--- src/rtl/alu_pkg.sv ---
// Shared opcode and FSM state definitions for the multi-cycle ALU.
package alu_pkg;

    typedef enum logic [3:0] {
        ALU_ADD  = 4'd0,
        ALU_EQ   = 4'd1,
        ALU_SUB  = 4'd2,
        ALU_AND  = 4'd3,
        ALU_OR   = 4'd4,
        ALU_XOR  = 4'd5,
        ALU_SLT  = 4'd6,
        ALU_SLTU = 4'd7,
        ALU_SLL  = 4'd8,
        ALU_SRL  = 4'd9,
        ALU_SRA  = 4'd10,
        ALU_MUL  = 4'd11
    } alu_op_e;

    typedef enum logic [1:0] {
        IDLE = 2'd0,
        BUSY = 2'd1,
        DONE = 2'd2
    } alu_state_e;

    localparam logic [3:0] OP_MUL        = 4'd11;
    localparam logic [3:0] OP_LAST_LEGAL = 4'd11;

endpackage

--- src/rtl/alu_mul_iter.sv ---
// Iterative shift-add multiplier: one multiplier bit per clock, low DATA_WIDTH bits of the product.
module alu_mul_iter
    import alu_pkg::*;
#(
    parameter int DATA_WIDTH = 32
) (
    input  logic                  clk,
    input  logic                  rst_n,
    input  logic                  start,
    input  logic [DATA_WIDTH-1:0] opa,
    input  logic [DATA_WIDTH-1:0] opb,
    output logic                  done,
    output logic [DATA_WIDTH-1:0] product
);

    localparam int CW = $clog2(DATA_WIDTH);

    logic [DATA_WIDTH-1:0] mcand;
    logic [DATA_WIDTH-1:0] mplier;
    logic [DATA_WIDTH-1:0] acc;
    logic [DATA_WIDTH-1:0] acc_next;
    logic [CW-1:0]         cnt;
    logic                  busy;

    // The final partial product is folded in combinationally so the result is ready on the last busy cycle.
    assign acc_next = mplier[0] ? (acc + mcand) : acc;
    assign done     = busy && (cnt == '0);
    assign product  = acc_next;

    always_ff @(posedge clk or negedge rst_n) begin
        if (!rst_n) begin
            mcand  <= '0;
            mplier <= '0;
            acc    <= '0;
            cnt    <= '0;
            busy   <= 1'b0;
        end else if (start) begin
            mcand  <= opa;
            mplier <= opb;
            acc    <= '0;
            cnt    <= CW'(DATA_WIDTH - 1);
            busy   <= 1'b1;
        end else if (busy) begin
            acc    <= acc_next;
            mcand  <= mcand << 1;
            mplier <= mplier >> 1;
            cnt    <= cnt - 1'b1;
            if (cnt == '0) begin
                busy <= 1'b0;
            end
        end
    end

endmodule

--- src/rtl/alu_mc.sv ---
// Multi-cycle ALU with valid/ready handshakes, registered result and flags.
module alu_mc
    import alu_pkg::*;
#(
    parameter int DATA_WIDTH = 32,
    parameter int MUL_EN     = 1
) (
    input  logic                  clk,
    input  logic                  rst_n,
    input  logic                  in_valid,
    output logic                  in_ready,
    input  logic [3:0]            aluctrl,
    input  logic [DATA_WIDTH-1:0] aluop1,
    input  logic [DATA_WIDTH-1:0] aluop2,
    output logic                  out_valid,
    input  logic                  out_ready,
    output logic [DATA_WIDTH-1:0] aluout,
    output logic                  eq,
    output logic                  zero,
    output logic                  neg,
    output logic                  carry,
    output logic                  ovf,
    output logic                  err
);

    localparam int SHW = $clog2(DATA_WIDTH);
    localparam int MSB = DATA_WIDTH - 1;

    alu_state_e state, state_nx;

    logic                         accept;
    logic                         op_is_mul;
    logic                         op_legal;
    logic                         mul_done;
    logic                         mul_eq;
    logic [DATA_WIDTH-1:0]        mul_product;
    logic [DATA_WIDTH:0]          add_w;
    logic [DATA_WIDTH:0]          sub_w;
    logic signed [DATA_WIDTH-1:0] sa;
    logic signed [DATA_WIDTH-1:0] sb;
    logic [SHW-1:0]               shamt;
    logic [DATA_WIDTH-1:0]        res_c;
    logic                         carry_c;
    logic                         ovf_c;

    assign op_is_mul = (MUL_EN != 0) && (aluctrl == OP_MUL);
    assign op_legal  = (aluctrl <= OP_LAST_LEGAL) && ((aluctrl != OP_MUL) || (MUL_EN != 0));
    assign accept    = in_valid && in_ready;
    assign out_valid = (state == DONE);

    always_ff @(posedge clk or negedge rst_n) begin
        if (!rst_n) begin
            state <= IDLE;
        end else begin
            state <= state_nx;
        end
    end

    // In DONE the consumer's ready doubles as our ready, allowing retire and accept on the same edge.
    always_comb begin
        state_nx = state;
        in_ready = 1'b0;
        case (state)
            IDLE: begin
                in_ready = 1'b1;
                if (in_valid) begin
                    state_nx = op_is_mul ? BUSY : DONE;
                end
            end
            BUSY: begin
                if (mul_done) begin
                    state_nx = DONE;
                end
            end
            DONE: begin
                in_ready = out_ready;
                if (out_ready) begin
                    if (in_valid) begin
                        state_nx = op_is_mul ? BUSY : DONE;
                    end else begin
                        state_nx = IDLE;
                    end
                end
            end
            default: state_nx = IDLE;
        endcase
    end

    // Subtraction as A + ~B + 1 so the top bit reads directly as no-borrow.
    assign add_w = {1'b0, aluop1} + {1'b0, aluop2};
    assign sub_w = {1'b0, aluop1} + {1'b0, ~aluop2} + 1'b1;
    assign sa    = aluop1;
    assign sb    = aluop2;
    assign shamt = aluop2[SHW-1:0];

    always_comb begin
        res_c   = '0;
        carry_c = 1'b0;
        ovf_c   = 1'b0;
        case (aluctrl)
            ALU_ADD: begin
                res_c   = add_w[MSB:0];
                carry_c = add_w[DATA_WIDTH];
                ovf_c   = (aluop1[MSB] == aluop2[MSB]) && (add_w[MSB] != aluop1[MSB]);
            end
            ALU_SUB: begin
                res_c   = sub_w[MSB:0];
                carry_c = sub_w[DATA_WIDTH];
                ovf_c   = (aluop1[MSB] != aluop2[MSB]) && (sub_w[MSB] != aluop1[MSB]);
            end
            ALU_AND:  res_c = aluop1 & aluop2;
            ALU_OR:   res_c = aluop1 | aluop2;
            ALU_XOR:  res_c = aluop1 ^ aluop2;
            ALU_SLT:  res_c = {{(DATA_WIDTH-1){1'b0}}, (sa < sb)};
            ALU_SLTU: res_c = {{(DATA_WIDTH-1){1'b0}}, (aluop1 < aluop2)};
            ALU_SLL:  res_c = aluop1 << shamt;
            ALU_SRL:  res_c = aluop1 >> shamt;
            ALU_SRA:  res_c = sa >>> shamt;
            default:  res_c = '0;
        endcase
    end

    // Result and flags load only on the edge that enters DONE; MUL keeps its eq flag until then.
    always_ff @(posedge clk or negedge rst_n) begin
        if (!rst_n) begin
            aluout <= '0;
            eq     <= 1'b0;
            zero   <= 1'b0;
            neg    <= 1'b0;
            carry  <= 1'b0;
            ovf    <= 1'b0;
            err    <= 1'b0;
            mul_eq <= 1'b0;
        end else if (accept && !op_is_mul) begin
            aluout <= res_c;
            eq     <= op_legal && (aluop1 == aluop2);
            zero   <= op_legal && (res_c == '0);
            neg    <= res_c[MSB];
            carry  <= carry_c;
            ovf    <= ovf_c;
            err    <= !op_legal;
        end else if (accept) begin
            mul_eq <= (aluop1 == aluop2);
        end else if ((state == BUSY) && mul_done) begin
            aluout <= mul_product;
            eq     <= mul_eq;
            zero   <= (mul_product == '0);
            neg    <= mul_product[MSB];
            carry  <= 1'b0;
            ovf    <= 1'b0;
            err    <= 1'b0;
        end
    end

    if (MUL_EN != 0) begin : g_mul
        alu_mul_iter #(
            .DATA_WIDTH(DATA_WIDTH)
        ) u_mul (
            .clk    (clk),
            .rst_n  (rst_n),
            .start  (accept && op_is_mul),
            .opa    (aluop1),
            .opb    (aluop2),
            .done   (mul_done),
            .product(mul_product)
        );
    end else begin : g_nomul
        assign mul_done    = 1'b0;
        assign mul_product = '0;
    end

endmodule

--- config.mk ---
export PLATFORM = sky130hd
export DESIGN_NAME = alu_mc
export DESIGN_NICKNAME = d
export VERILOG_FILES = /design/src/rtl/alu_pkg.sv /design/src/rtl/alu_mul_iter.sv /design/src/rtl/alu_mc.sv
export SDC_FILE = /design/constraint.sdc
export NUM_CORES = 1
export LEC_CHECK = 0
export CORE_MARGIN = 4
export CORE_UTILIZATION = 25
export CTS_BUF_LIST = sky130_fd_sc_hd__clkbuf_4 sky130_fd_sc_hd__clkbuf_8
export DETAILED_ROUTE_END_ITERATION = 12
export PLACE_DENSITY = 0.46
export RECOVER_POWER = 100
export SYNTH_ARGS = -nofsm -noshare
export SYNTH_HDL_FRONTEND = slang
export SYNTH_SLANG_ARGS = --single-unit
--- constraint.sdc ---
create_clock -name clk -period 5.8 [get_ports clk]
set_clock_uncertainty 0.1 [all_clocks]
set_input_delay 0.87 -clock clk [delete_from_list [all_inputs] [get_ports clk]]
set_output_delay 0.87 -clock clk [all_outputs]
set_load 0.05 [all_outputs]
Word level (Yosys, flattened, before mapping)
Cells that the tools add are included.
{"block": "totals", "word_cells": 111, "register_bits": 143, "input_bits": 72, "out_inout_bits": 40}
{"block": "op_classes", "bitwise": 5, "add_sub_neg": 5, "shifts": 3, "n_mux": 39, "order_cmp": 3, "n_eq_ne": 21, "reduce_logical": 21}
{"operator": "$mux 32", "n": 10}
{"operator": "$pmux 32 s10", "n": 1}
{"operator": "$add 32x32->33", "n": 2}
{"operator": "$logic_not 32->1", "n": 2}
{"operator": "$lt 32x32->1", "n": 2}
{"operator": "$add 33x1->33 const B", "n": 1}
{"operator": "$add 32x32->32", "n": 1}
{"operator": "$and 32x32->32", "n": 1}
{"operator": "$eq 32x32->1", "n": 1}
{"operator": "$not 32->32", "n": 1}
{"operator": "$or 32x32->32", "n": 1}
{"operator": "$shl 32x5->32", "n": 1}
{"operator": "$shr 32x5->32", "n": 1}
{"operator": "$sshr 32x5->32", "n": 1}
{"operator": "$xor 32x32->32", "n": 1}
{"operator": "$mux 1", "n": 17}
{"operator": "$eq 4x3->1 const B", "n": 4}
{"operator": "$eq 4x4->1 const B", "n": 4}
{"operator": "$mux 2", "n": 5}
{"operator": "$mux 5", "n": 2}
{"operator": "$logic_and 1x1->1", "n": 9}
{"operator": "$eq 4x2->1 const B", "n": 2}
{"operator": "$pmux 1 s2", "n": 3}
{"operator": "$pmux 2 s3", "n": 1}
{"operator": "16 further kinds", "n": 23}

Longest topological paths before layout
Gate-level depths: netlist of run 1.
{"block": "depth", "depth_word": 7, "depth_mapped": 18, "mapped_depth_nobuf": 16}

By module
A second synthesis of run 1 with hierarchy kept.
{"block": "unflattened", "hier_cells": 2288, "hier_area_um2": 18188.7}
{"module": "alu_mc", "instances": 1, "cells_each": 1586, "seq_area_each_um2": 1001.0, "area_per_inst_um2": 11682.5}
{"module": "alu_mul_iter", "instances": 1, "cells_each": 702, "seq_area_each_um2": 2552.4, "area_per_inst_um2": 6506.2}

Worst setup path after synthesis of run 1
OpenSTA, ideal clock, no wires.
{"block": "synth_timing", "path_type": "input-to-reg", "startpoint": "in aluop2[2]", "endpoint": "reg zero", "arrival_ns": 4.772, "stages": 18, "setup_slack_ns": 0.861, "cell_sequence": "inv_1 > buf_2 > buf_2 > buf_1 > ha_1 > buf_2 > a21o_1 > a311oi_1 > nor2_1 > a221o_1 > a221o_1 > a211o_1 > nor4_2 > nand4b_1 > nor4_1 > nand4_1 > nor4_1 > a221o_1"}
{"block": "synth_between", "elab_chain_cells": 7}
{"item": "from (decl)", "line": "alu_mc.sv:14", "rtl": "input logic [DATA_WIDTH-1:0] aluop2,"}
{"item": "$not 32->32", "line": "alu_mc.sv:91", "rtl": "assign sub_w = {1'b0, aluop1} + {1'b0, ~aluop2} + 1'b1;"}
{"item": "$add 32x32->33", "line": "alu_mc.sv:91"}
{"item": "$add 33x1->33", "line": "alu_mc.sv:91"}
{"item": "$pmux 32 s10 (*)", "line": "alu_mc.sv:100", "rtl": "case (aluctrl)"}
{"item": "$logic_not 32->1 (*)", "line": "alu_mc.sv:137", "rtl": "zero <= op_legal && (res_c == '0);"}
{"item": "$logic_and 1x1->1 (*)", "line": "alu_mc.sv:137"}
{"item": "$mux 1 (*)", "line": "alu_mc.sv:134", "rtl": "end else if (accept && !op_is_mul) begin"}
{"item": "to (signal assigned)", "line": "alu_mc.sv:137"}
{"item": "to (signal assigned)", "line": "alu_mc.sv:147", "rtl": "zero <= (mul_product == '0);"}
{"item": "to (decl)", "line": "alu_mc.sv:19", "rtl": "output logic zero,"}
Every way passes the cells marked *; elsewhere a longest branch is shown, timed or not.
A chain may end at the register's enable or synchronous reset.

Final worst setup path of run 1
{"block": "layout_timing", "startpoint": "in out_ready", "endpoint": "reg aluout[28]"}
{"block": "layout_between", "elab_chain_cells": 5}
{"item": "from (decl)", "line": "alu_mc.sv:16", "rtl": "input logic out_ready,"}
{"item": "$pmux 1 s2 (*)", "line": "alu_mc.sv:63", "rtl": "case (state)"}
{"item": "$logic_and 1x1->1 (*)", "line": "alu_mc.sv:48", "rtl": "assign accept = in_valid && in_ready;"}
{"item": "$logic_and 1x1->1", "line": "alu_mc.sv:134"}
{"item": "$ne 2x1->1 (no source line) / $reduce_bool 2->1 (equally long branches)"}
{"item": "$reduce_and 2->1 (no source line)"}
{"item": "to (signal assigned)", "line": "alu_mc.sv:135", "rtl": "aluout <= res_c;"}
{"item": "to (signal assigned)", "line": "alu_mc.sv:145", "rtl": "aluout <= mul_product;"}
{"item": "to (decl)", "line": "alu_mc.sv:17", "rtl": "output logic [DATA_WIDTH-1:0] aluout,"}
Marked as above.

==> results of run 1 <==
critical path, delay by kind of cell:
family	cells	cell delay [ps]
simple gates	1	2440
compound gates	4	1370
buf+inv	2	1050
through the flow:
stage,power (mW),hold slack (ps)
3_5_place_dp,5.57,370
2_1_floorplan,4.24,349
4_1_cts,6.46,89.1
3_3_place_gp,5.54,366
6_report,6.45,393
5_1_grt,6.92,415
sequential cells by signal (all words and copies together) (netlist names), 2 cells and up:
signal	flops
aluout	32
g_mul.u_mul.mcand	32
g_mul.u_mul.mplier	32
g_mul.u_mul.cnt	5
g_mul.u_mul.acc	32
state	2
worst min-delay path by stage:
stage | from | end | slack, ps | depth (start not counted)
after floorplan | mul_eq$_DFFE_PN0P_ | mul_eq$_DFFE_PN0P_ | 350 | 2
after global placement | mul_eq$_DFFE_PN0P_ | mul_eq$_DFFE_PN0P_ | 370 | 2
after detailed placement | mul_eq$_DFFE_PN0P_ | mul_eq$_DFFE_PN0P_ | 370 | 2
after CTS | rst_n | g_mul.u_mul.mplier[11]$_DFFE_PN0P_ | 90 | 1
after global routing | err$_DFFE_PN0P_ | err$_DFFE_PN0P_ | 410 | 2
final | mul_eq$_DFFE_PN0P_ | mul_eq$_DFFE_PN0P_ | 390 | 2
final cells by class:
cell class / count / area [um^2]
antenna: 2 / 5.00
sequential: 142 / 3550
tap: 940 / 1180
clock inverter: 12 / 114
timing repair buffer: 335 / 2870
multi-input combinational: 1796 / 13000
clock buffer: 20 / 256
inverter: 116 / 435
fill: 7722 / 48800
logic make-up after synthesis:
kind of cell	count (synthesis)	share of synthesized area [%]
flops	142	20.1
buf+inv	289	6.79
compound gates	748	28.1
xor+xnor	42	2.08
mux	198	14.9
simple gates	672	18.3
fa+ha+maj	136	9.74
cell usage in the layout, fill, tap and decap left out, types with 10 or more instances in the layout:
cell type,netlist,routed
sky130_fd_sc_hd__nand2_1,228,228
sky130_fd_sc_hd__buf_4,10,209
sky130_fd_sc_hd__a21oi_1,168,168
sky130_fd_sc_hd__o21ai_0,166,166
sky130_fd_sc_hd__nor2_1,162,162
sky130_fd_sc_hd__dfrtp_1,142,142
sky130_fd_sc_hd__ha_1,133,133
sky130_fd_sc_hd__mux2i_1,125,125
sky130_fd_sc_hd__inv_1,113,112
sky130_fd_sc_hd__clkdlybuf4s50_1,0,63
sky130_fd_sc_hd__a211oi_1,56,56
sky130_fd_sc_hd__nor3_1,45,44
sky130_fd_sc_hd__nand3_1,43,43
sky130_fd_sc_hd__mux4_2,43,43
sky130_fd_sc_hd__dlygate4sd3_1,0,43
sky130_fd_sc_hd__a21o_1,36,36
sky130_fd_sc_hd__o211ai_1,34,34
sky130_fd_sc_hd__o221ai_1,31,31
sky130_fd_sc_hd__nor4_1,29,29
sky130_fd_sc_hd__o22ai_1,29,29
sky130_fd_sc_hd__nand4_1,27,27
sky130_fd_sc_hd__mux2_2,25,25
sky130_fd_sc_hd__a31oi_1,26,25
sky130_fd_sc_hd__xnor2_1,23,23
sky130_fd_sc_hd__a22oi_1,23,23
sky130_fd_sc_hd__nand2b_1,22,22
sky130_fd_sc_hd__o31ai_1,22,22
sky130_fd_sc_hd__xor2_1,19,19
sky130_fd_sc_hd__o21a_1,17,17
sky130_fd_sc_hd__clkbuf_8,0,17
sky130_fd_sc_hd__o21bai_1,16,16
sky130_fd_sc_hd__and2_1,16,15
sky130_fd_sc_hd__nor2b_1,15,15
sky130_fd_sc_hd__a221o_1,14,14
sky130_fd_sc_hd__or3_1,13,13
sky130_fd_sc_hd__and3_1,13,13
sky130_fd_sc_hd__a211o_1,10,10
sky130_fd_sc_hd__buf_12,2,10
metal layers:
layer	vias up	GRT usage (%)	wire length, um
li1	8738	-	-
met3	141	3.75	5650
met2	798	37.8	40800
met4	0	7.15	2630
met1	9534	32.4	41200
met5	-	0	0
where the power goes:
part	switching, mW	internal, mW	leakage, nW
clock network	0.490	0.355	0.180
logic	2.42	1.56	7.25
registers	0.293	1.33	1.80
total	3.20	3.25	9.23
==> results.md, run 1 <==
Synthesis:
- The net count of the mapped netlist is 2435.
- Of all cell types, the one taking the most synthesized area is sky130_fd_sc_hd__dfrtp_1.
- Counting flops and latches in the post-synthesis netlist gives between 100 and 150.
- sky130_fd_sc_hd__nand2_1 is the most common cell in the netlist.
- The total standard cell area after synthesis is 17700 um^2.
- Sorting the synthesized cells by area gives the leading types as sky130_fd_sc_hd__dfrtp_1 20%, sky130_fd_sc_hd__ha_1 9.4%, sky130_fd_sc_hd__mux2i_1 7.1%.
- The primary flip-flop cell chosen by synthesis mapping is sky130_fd_sc_hd__dfrtp_1.
- Yosys mapped a number of flops with a built-in enable equal to 0.
- The number of synthesis warnings is 0.
- The part of the Yosys area used for sequential elements is ~20%.
- Summed over its instances, the top area cell type makes up around a fifth of the synthesized netlist area.
- The distinct cell type count after synthesis is 88.
- After synthesis, the share of flip-flops with an asynchronous set or reset is between 90% and 100%.
- In the synthesized netlist, the cells that appear most often are 228 x sky130_fd_sc_hd__nand2_1, 168 x sky130_fd_sc_hd__a21oi_1, 166 x sky130_fd_sc_hd__o21ai_0.
- The number of cells produced by synthesis is around 2200.
- The average cell area after synthesis is approximately 7.9 um^2.

Worst setup path:
- The class of the most critical setup path is in2reg.
- The worst register-to-register path ends at aluout[28]$_DFFE_PN0P_.
- The data required time at the worst endpoint is 6170 ps.
- The critical path arrival is 5780 ps.
- On the worst path, the slowest cell contributes a delay of around 2400 ps.
- The start point of the critical path is out_ready.
- The endpoint of the most critical setup path is aluout[28]$_DFFE_PN0P_.
- The critical path goes through dlygate4sd3_1 > o211ai_1 > a31oi_2 > clkbuf_2 > nor2_1 > a22oi_1 > o21ai_0.
- In this run the register-to-register setup slack is just under 800 ps.
- STA classifies the critical path startpoint as an input pin.
- The number of cells on the worst reg-to-reg path is 7.
- STA classifies the critical path endpoint as a flop.
- The start of the worst register-to-register path is state[1]$_DFFE_PN0P_.
- The slowest stage of the critical path is the sky130_fd_sc_hd__nor2_1 cell.
- The largest fanout on the critical path is 37.

Placed design:
- The number of input and output port buffers inserted is 111.
- Summing all placed instances gives a cell area of 21100 um^2.
- Once detailed placement completed, the half-perimeter wirelength came to 70900 um.
- The weighted congestion reported at the end of routability-driven placement is 0.990.
- The worst setup slack after placement is -69.8 ps.
- Once placement completed, the tool counted placed cells totaling 3329.

STA:
- Static timing analysis puts the maximum clock frequency at 185 MHz.
- The post-route fraction of the period consumed by the critical path is ~93%.
- The number of setup violations in the final report is 0.
- The max-slew violation count is 260.
- The relative slew slack is -118%.
- The post-layout worst setup margin is roughly 390 ps.
- Setup repair after global routing left no endpoint under its margin.
- The smallest clock period supported by the final layout is computed as approximately 5400 ps.
- The slew at the pin closest to its max-slew limit is ~3300 ps.
- The number of hold-slack violations in the final timing report is 0.
- Adding up every negative setup slack in the final design gives 0 ps.

Die:
- The floorplan has slightly below 100 rows.
- Once the floorplan was initialized, standard cells occupied approximately a quarter of the core.
- The area inside the core boundary is ~70000 um^2.
- The die span in y is approximately 270 um.
- In this run the horizontal extent of the chip is between 200 and 300 um.
- The overall die area is between 70000 and 80000 um^2.
- The number of ports placed on the die boundary is around 110.

Route:
- For this run, design rule violations remaining after detail routing come to 0.
- In the routed layout, each cell is associated on average with a via count of approximately 5.7.
- After detailed routing, the average wire length per cell comes to roughly 27 um.
- For this run, the detailed router's first-pass iteration total came to 8.
- The routed via count is around 19000.
- The first-iteration detailed-routing DRC count is roughly 1800.
- The remaining number of nets flagged by the antenna check after routing is 0.
- Wires add up to around 90000 um.

Pwr:
- The power per cell area is between 300 and 400 nW/um^2.
- Summed over all cells, the static leakage comes to a little over 9 nW.
- The maximum vdd drop is ~0.15 mV.

Cells and area:
- Once layout is complete, the cells apart from fillers number 3363.
- Of the cells placed in the final design, the portion with a size suffix greater than 1 is ~15%.
- The area of all placed cells without fillers is roughly 21000 um^2.
- At the end of the flow the core is filled with cells to 30.5%.
- The area growth from synthesis to final layout is 20.8%.
- The total number of nets in the final design is 2616.

Clock network:
- The clock tree synthesis step divided the H-tree into 4 levels.
- CTS saw 142 sinks.
- The cell at the root of the clock tree is sky130_fd_sc_hd__clkbuf_8.
- The latest clock arrival within the worst-skew pair is 560 ps.
- Hold repair after CTS inserted 0 buffers.
- TritonCTS built the clock tree.
- After clock tree synthesis, the clock-pin slew on the worst setup and hold paths is ~120 ps.
- The number of buffers added by the clock tree synthesis step is 17.
- The worst-case clock buffer depth is 2.
- In this run, post-CTS repair resized a total of 0 instances.
- The number of buffers inserted by post-CTS setup repair is 0.

GRT:
- The overall overflow remaining after global route is 0.
- The first global-routing pass estimated around 130000 um of wire.
- The maximum number of pins on one net before global-route repair is 130.
- The number of antenna violations at the first check in global routing came to 6.
- The number of global-route vias before repair is 19195.
- Global routing consumed, over all layers together, a little under a quarter of the routing resources.

Job:
- The count of max-cap constraint violations is 5.

Status:
- The final reports fail on max-capacitance violations, max-slew violations.
- The run finished, with violations left.

Min path:
- The min-delay analysis places its worst path in the category reg2reg.
No activity file was read; power rests on OpenSTA's default activity.
==> inputs of run 2 (changes only) <==
CAP_MARGIN = 20   (was not set)
SLEW_MARGIN = 20   (was not set)
==> run 2 against run 1 <==
The run still ends with max-capacitance violations, max-slew violations left. First-iteration DRC count rose by 0.43%. Sequential power barely moved. Die area did not move. Register-to-register slack improved by 160 ps. Non-clock buffer count did not move. Total power fell by 0.39%. Sequential cell count did not move. Fmax fell by 0.81%. Global-route usage barely moved. Design area barely moved.
==> results.md, run 2 (synthesized netlist as in run 1, its figures left out) <==
Status:
- Result of the run: finished with violations (unchanged).
- Violated checks: max-capacitance violations, max-slew violations (unchanged).

Worst setup path:
- The critical path arrival is 5830 ps (was 5780 ps).
- The start of the worst register-to-register path is g_mul.u_mul.acc[0]$_DFFE_PN0P_ (was state[1]$_DFFE_PN0P_).
- The data required time at the worst endpoint is 6170 ps (about the same).
- The start point of the critical path is aluop1[0] (was out_ready).
- The sort of element at the start of the critical path is an input pin (unchanged).
- The class of the most critical setup path is in2reg (unchanged).
- The element type at the critical path end is a flop (unchanged).
- The largest fanout on the critical path came to 6 (was 37).

Pwr:
- The static leakage is 9.24 nW (was 9.23 nW).
- The power per cell area is 300 nW/um^2 (was 302 nW/um^2).
- The maximum vdd drop is 0.149 mV (about the same).

Cells and area:
- The number of filler cells placed in the layout came to 7696 (was 7722).
- The area growth from synthesis to final layout was 20.8% (about the same).
- The final non-filler cell total is 3362 (was 3363).
- Highest-count cells in the layout ignoring fill and taps: 228 x sky130_fd_sc_hd__nand2_1, 211 x sky130_fd_sc_hd__buf_4, 168 x sky130_fd_sc_hd__a21oi_1 (was 228 x sky130_fd_sc_hd__nand2_1, 209 x sky130_fd_sc_hd__buf_4, 168 x sky130_fd_sc_hd__a21oi_1).
- The area of all placed cells without fillers is 21400 um^2 (about the same).
- The area taken by flip-flops and latches is 3560 um^2 (was 3550 um^2).
- The area used by multi-input combinational logic is 13000 um^2 (about the same).
- The total number of nets in the final design is 2616 (unchanged).
- The share of final-layout standard cells stronger than drive strength 1 is 14.7% (was 14.5%).
- The commonest non-fill, non-tap cell in the layout is sky130_fd_sc_hd__nand2_1 (unchanged).

Clock network:
- The count of hold-fix buffers inserted at cts is 0 (unchanged).
- The cell at the root of the clock tree was sky130_fd_sc_hd__clkbuf_8 (unchanged).
- The clock tree from TritonCTS is yes (unchanged).
- The worst-case clock buffer depth was 2 (unchanged).
- The number of buffers inserted by post-CTS setup repair is 0 (unchanged).
- The H-tree depth is 4 (unchanged).
- The clock slew at the register clock pins of the worst setup and hold paths is 100 ps (was 120 ps).
- The total number of clock tree sinks came to 142 (unchanged).
- The number of gates resized after cts was 0 (unchanged).
- The latest clock arrival within the worst-skew pair is 560 ps (about the same).
- The number of buffers added by the clock tree synthesis step is 17 (unchanged).

Placed design:
- The standard cell area after detailed placement is 21100 um^2 (about the same).
- The weighted congestion reported at the end of routability-driven placement was 0.990 (unchanged).
- The detailed-placement wirelength estimate is 70900 um (about the same).
- The number of placed instances with taps included is 3329 (unchanged).
- The number of input and output port buffers inserted is 111 (unchanged).

Min path:
- The start point of the worst hold path is err$_DFFE_PN0P_ (was mul_eq$_DFFE_PN0P_).
- The worst min-delay path class is reg2reg (unchanged).

GRT:
- The number of antenna violations at the first check in global routing is 4 (was 6).
- The first-pass GRT wire length is 132000 um (about the same).
- The total global-route track usage is 23.6% (was 23.5%).
- The overall overflow remaining after global route is 0 (unchanged).
- The number of global-route vias before repair was 19076 (was 19195).
- The maximum number of pins on one net before global-route repair was 130 (unchanged).

Die:
- The area inside the core boundary is 70100 um^2 (unchanged).
- The overall die area was 75100 um^2 (unchanged).
- The cell row count is 97 (unchanged).
- The number of ports placed on the die boundary came to 112 (unchanged).
- The initial core utilization is 25.2% (unchanged).
- The die span in x is 274 um (unchanged).
- The die span in y is 274 um (unchanged).

STA:
- The post-route minimum period was 5460 ps (was 5410 ps).
- The fmax is 183 MHz (was 185 MHz).
- The slew at the pin closest to its max-slew limit was 3010 ps (was 3270 ps).
- The number of setup violations in the final report is 0 (unchanged).
- The max-slew violation count is 208 (was 260).
- The relative slew slack came to -101% (was -118%).
- Unrepaired setup endpoints after global routing: false (unchanged).
- The post-route fraction of the period consumed by the critical path is 94.1% (was 93.3%).
- The number of hold-slack violations in the final timing report is 0 (unchanged).

Route:
- The detailed-route wire length is 90200 um (about the same).
- The first-iteration detailed-routing DRC count came to 1850 (was 1842).
- The average wire per cell in the routed design is 26.8 um (about the same).
- The routed via count was 19186 (was 19211).
- The remaining number of nets flagged by the antenna check after routing came to 0 (unchanged).
- The total iterations of the first detailed-routing run is 5 (was 8).
- The vias per cell is 5.71 (about the same).
- The number of design rule violations left after detail routing is 0 (unchanged).

Job:
- The count of max-cap constraint violations is 3 (was 5).
-- run 2: cell count changes in the layout (fill, tap and decap cells not counted), sizes merged --
cell    previous run  this run
buf              222       224
clkbuf            27        25
diode              2         1
-- run 2: final timing paths --
check | slack [ps] | depth (start not counted) | to
setup / recovery | 340 | 17 | zero$_DFFE_PN0P_
hold / removal | 390 | 2 | err$_DFFE_PN0P_
setup reg to reg | 950 | 16 | zero$_DFFE_PN0P_
hold reg to reg | 390 | 2 | err$_DFFE_PN0P_
max in group asynchronous | 2730 | 2 | g_mul.u_mul.busy$_DFF_PN0_
min in group asynchronous | 1140 | 1 | g_mul.u_mul.mplier[16]$_DFFE_PN0P_
-- run 2: metrics by stage --
| stage | utilization [%] | hold slack [ps] | total power, mW | TNS (ps) | setup slack [ps] |
|---|---|---|---|---|---|
| after floorplan | - | 349 | 4.24 | 0 | 861 |
| after global placement | 30.0 | 366 | 5.54 | 0 | 8.75 |
| after detailed placement | 30.0 | 369 | 5.57 | -22.8 | -22.8 |
| after CTS | 30.6 | 99.4 | 6.46 | 0 | 561 |
| after global routing | 30.5 | 414 | 6.90 | 0 | 260 |
| final | 30.5 | 386 | 6.42 | 0 | 344 |
-- run 2: critical path, cell delays in order --
cell,delay [ps]
sky130_fd_sc_hd__clkdlybuf4s50_1,440
sky130_fd_sc_hd__buf_4,170
sky130_fd_sc_hd__ha_1,240
sky130_fd_sc_hd__fa_1,430
sky130_fd_sc_hd__a21o_1,210
sky130_fd_sc_hd__a41oi_1,400
sky130_fd_sc_hd__o211a_1,250
sky130_fd_sc_hd__o21ai_0,100
sky130_fd_sc_hd__a221o_1,350
sky130_fd_sc_hd__a2111o_1,470
sky130_fd_sc_hd__nor4_1,550
sky130_fd_sc_hd__nand4b_1,180
sky130_fd_sc_hd__buf_4,170
sky130_fd_sc_hd__nor4_1,300
sky130_fd_sc_hd__nand4_1,200
sky130_fd_sc_hd__nor4_1,320
sky130_fd_sc_hd__a221o_1,150
-- run 2: final cells by class --
class	instances	area share (%)
Multi-Input combinational cell	1796	60.6
Sequential cell	142	16.6
Timing Repair Buffer	335	13.5
Tap cell	940	5.50
Inverter	116	2.04
Clock buffer	20	1.20
Clock inverter	12	0.532
Antenna cell	1	0.0117
-- run 2: where the power goes --
part | total (mW) | internal [mW] | switching, mW
Combinational | 3.96 | 1.54 | 2.41
Sequential | 1.62 | 1.33 | 0.290
Clock | 0.842 | 0.355 | 0.487
-- run 2: per-layer routing --
metal  global-route usage, %  routed length, um
met2                    37.9              40600
met5                       0                  0
met3                    3.43               5860
met4                    6.39               2510
met1                    33.0              41200
==> inputs of run 3 (changes only) <==
CAP_MARGIN = not set   (was 20)
==> results of run 3 <==
The final DEF is identical to that of run 2; final timing and power are the same.
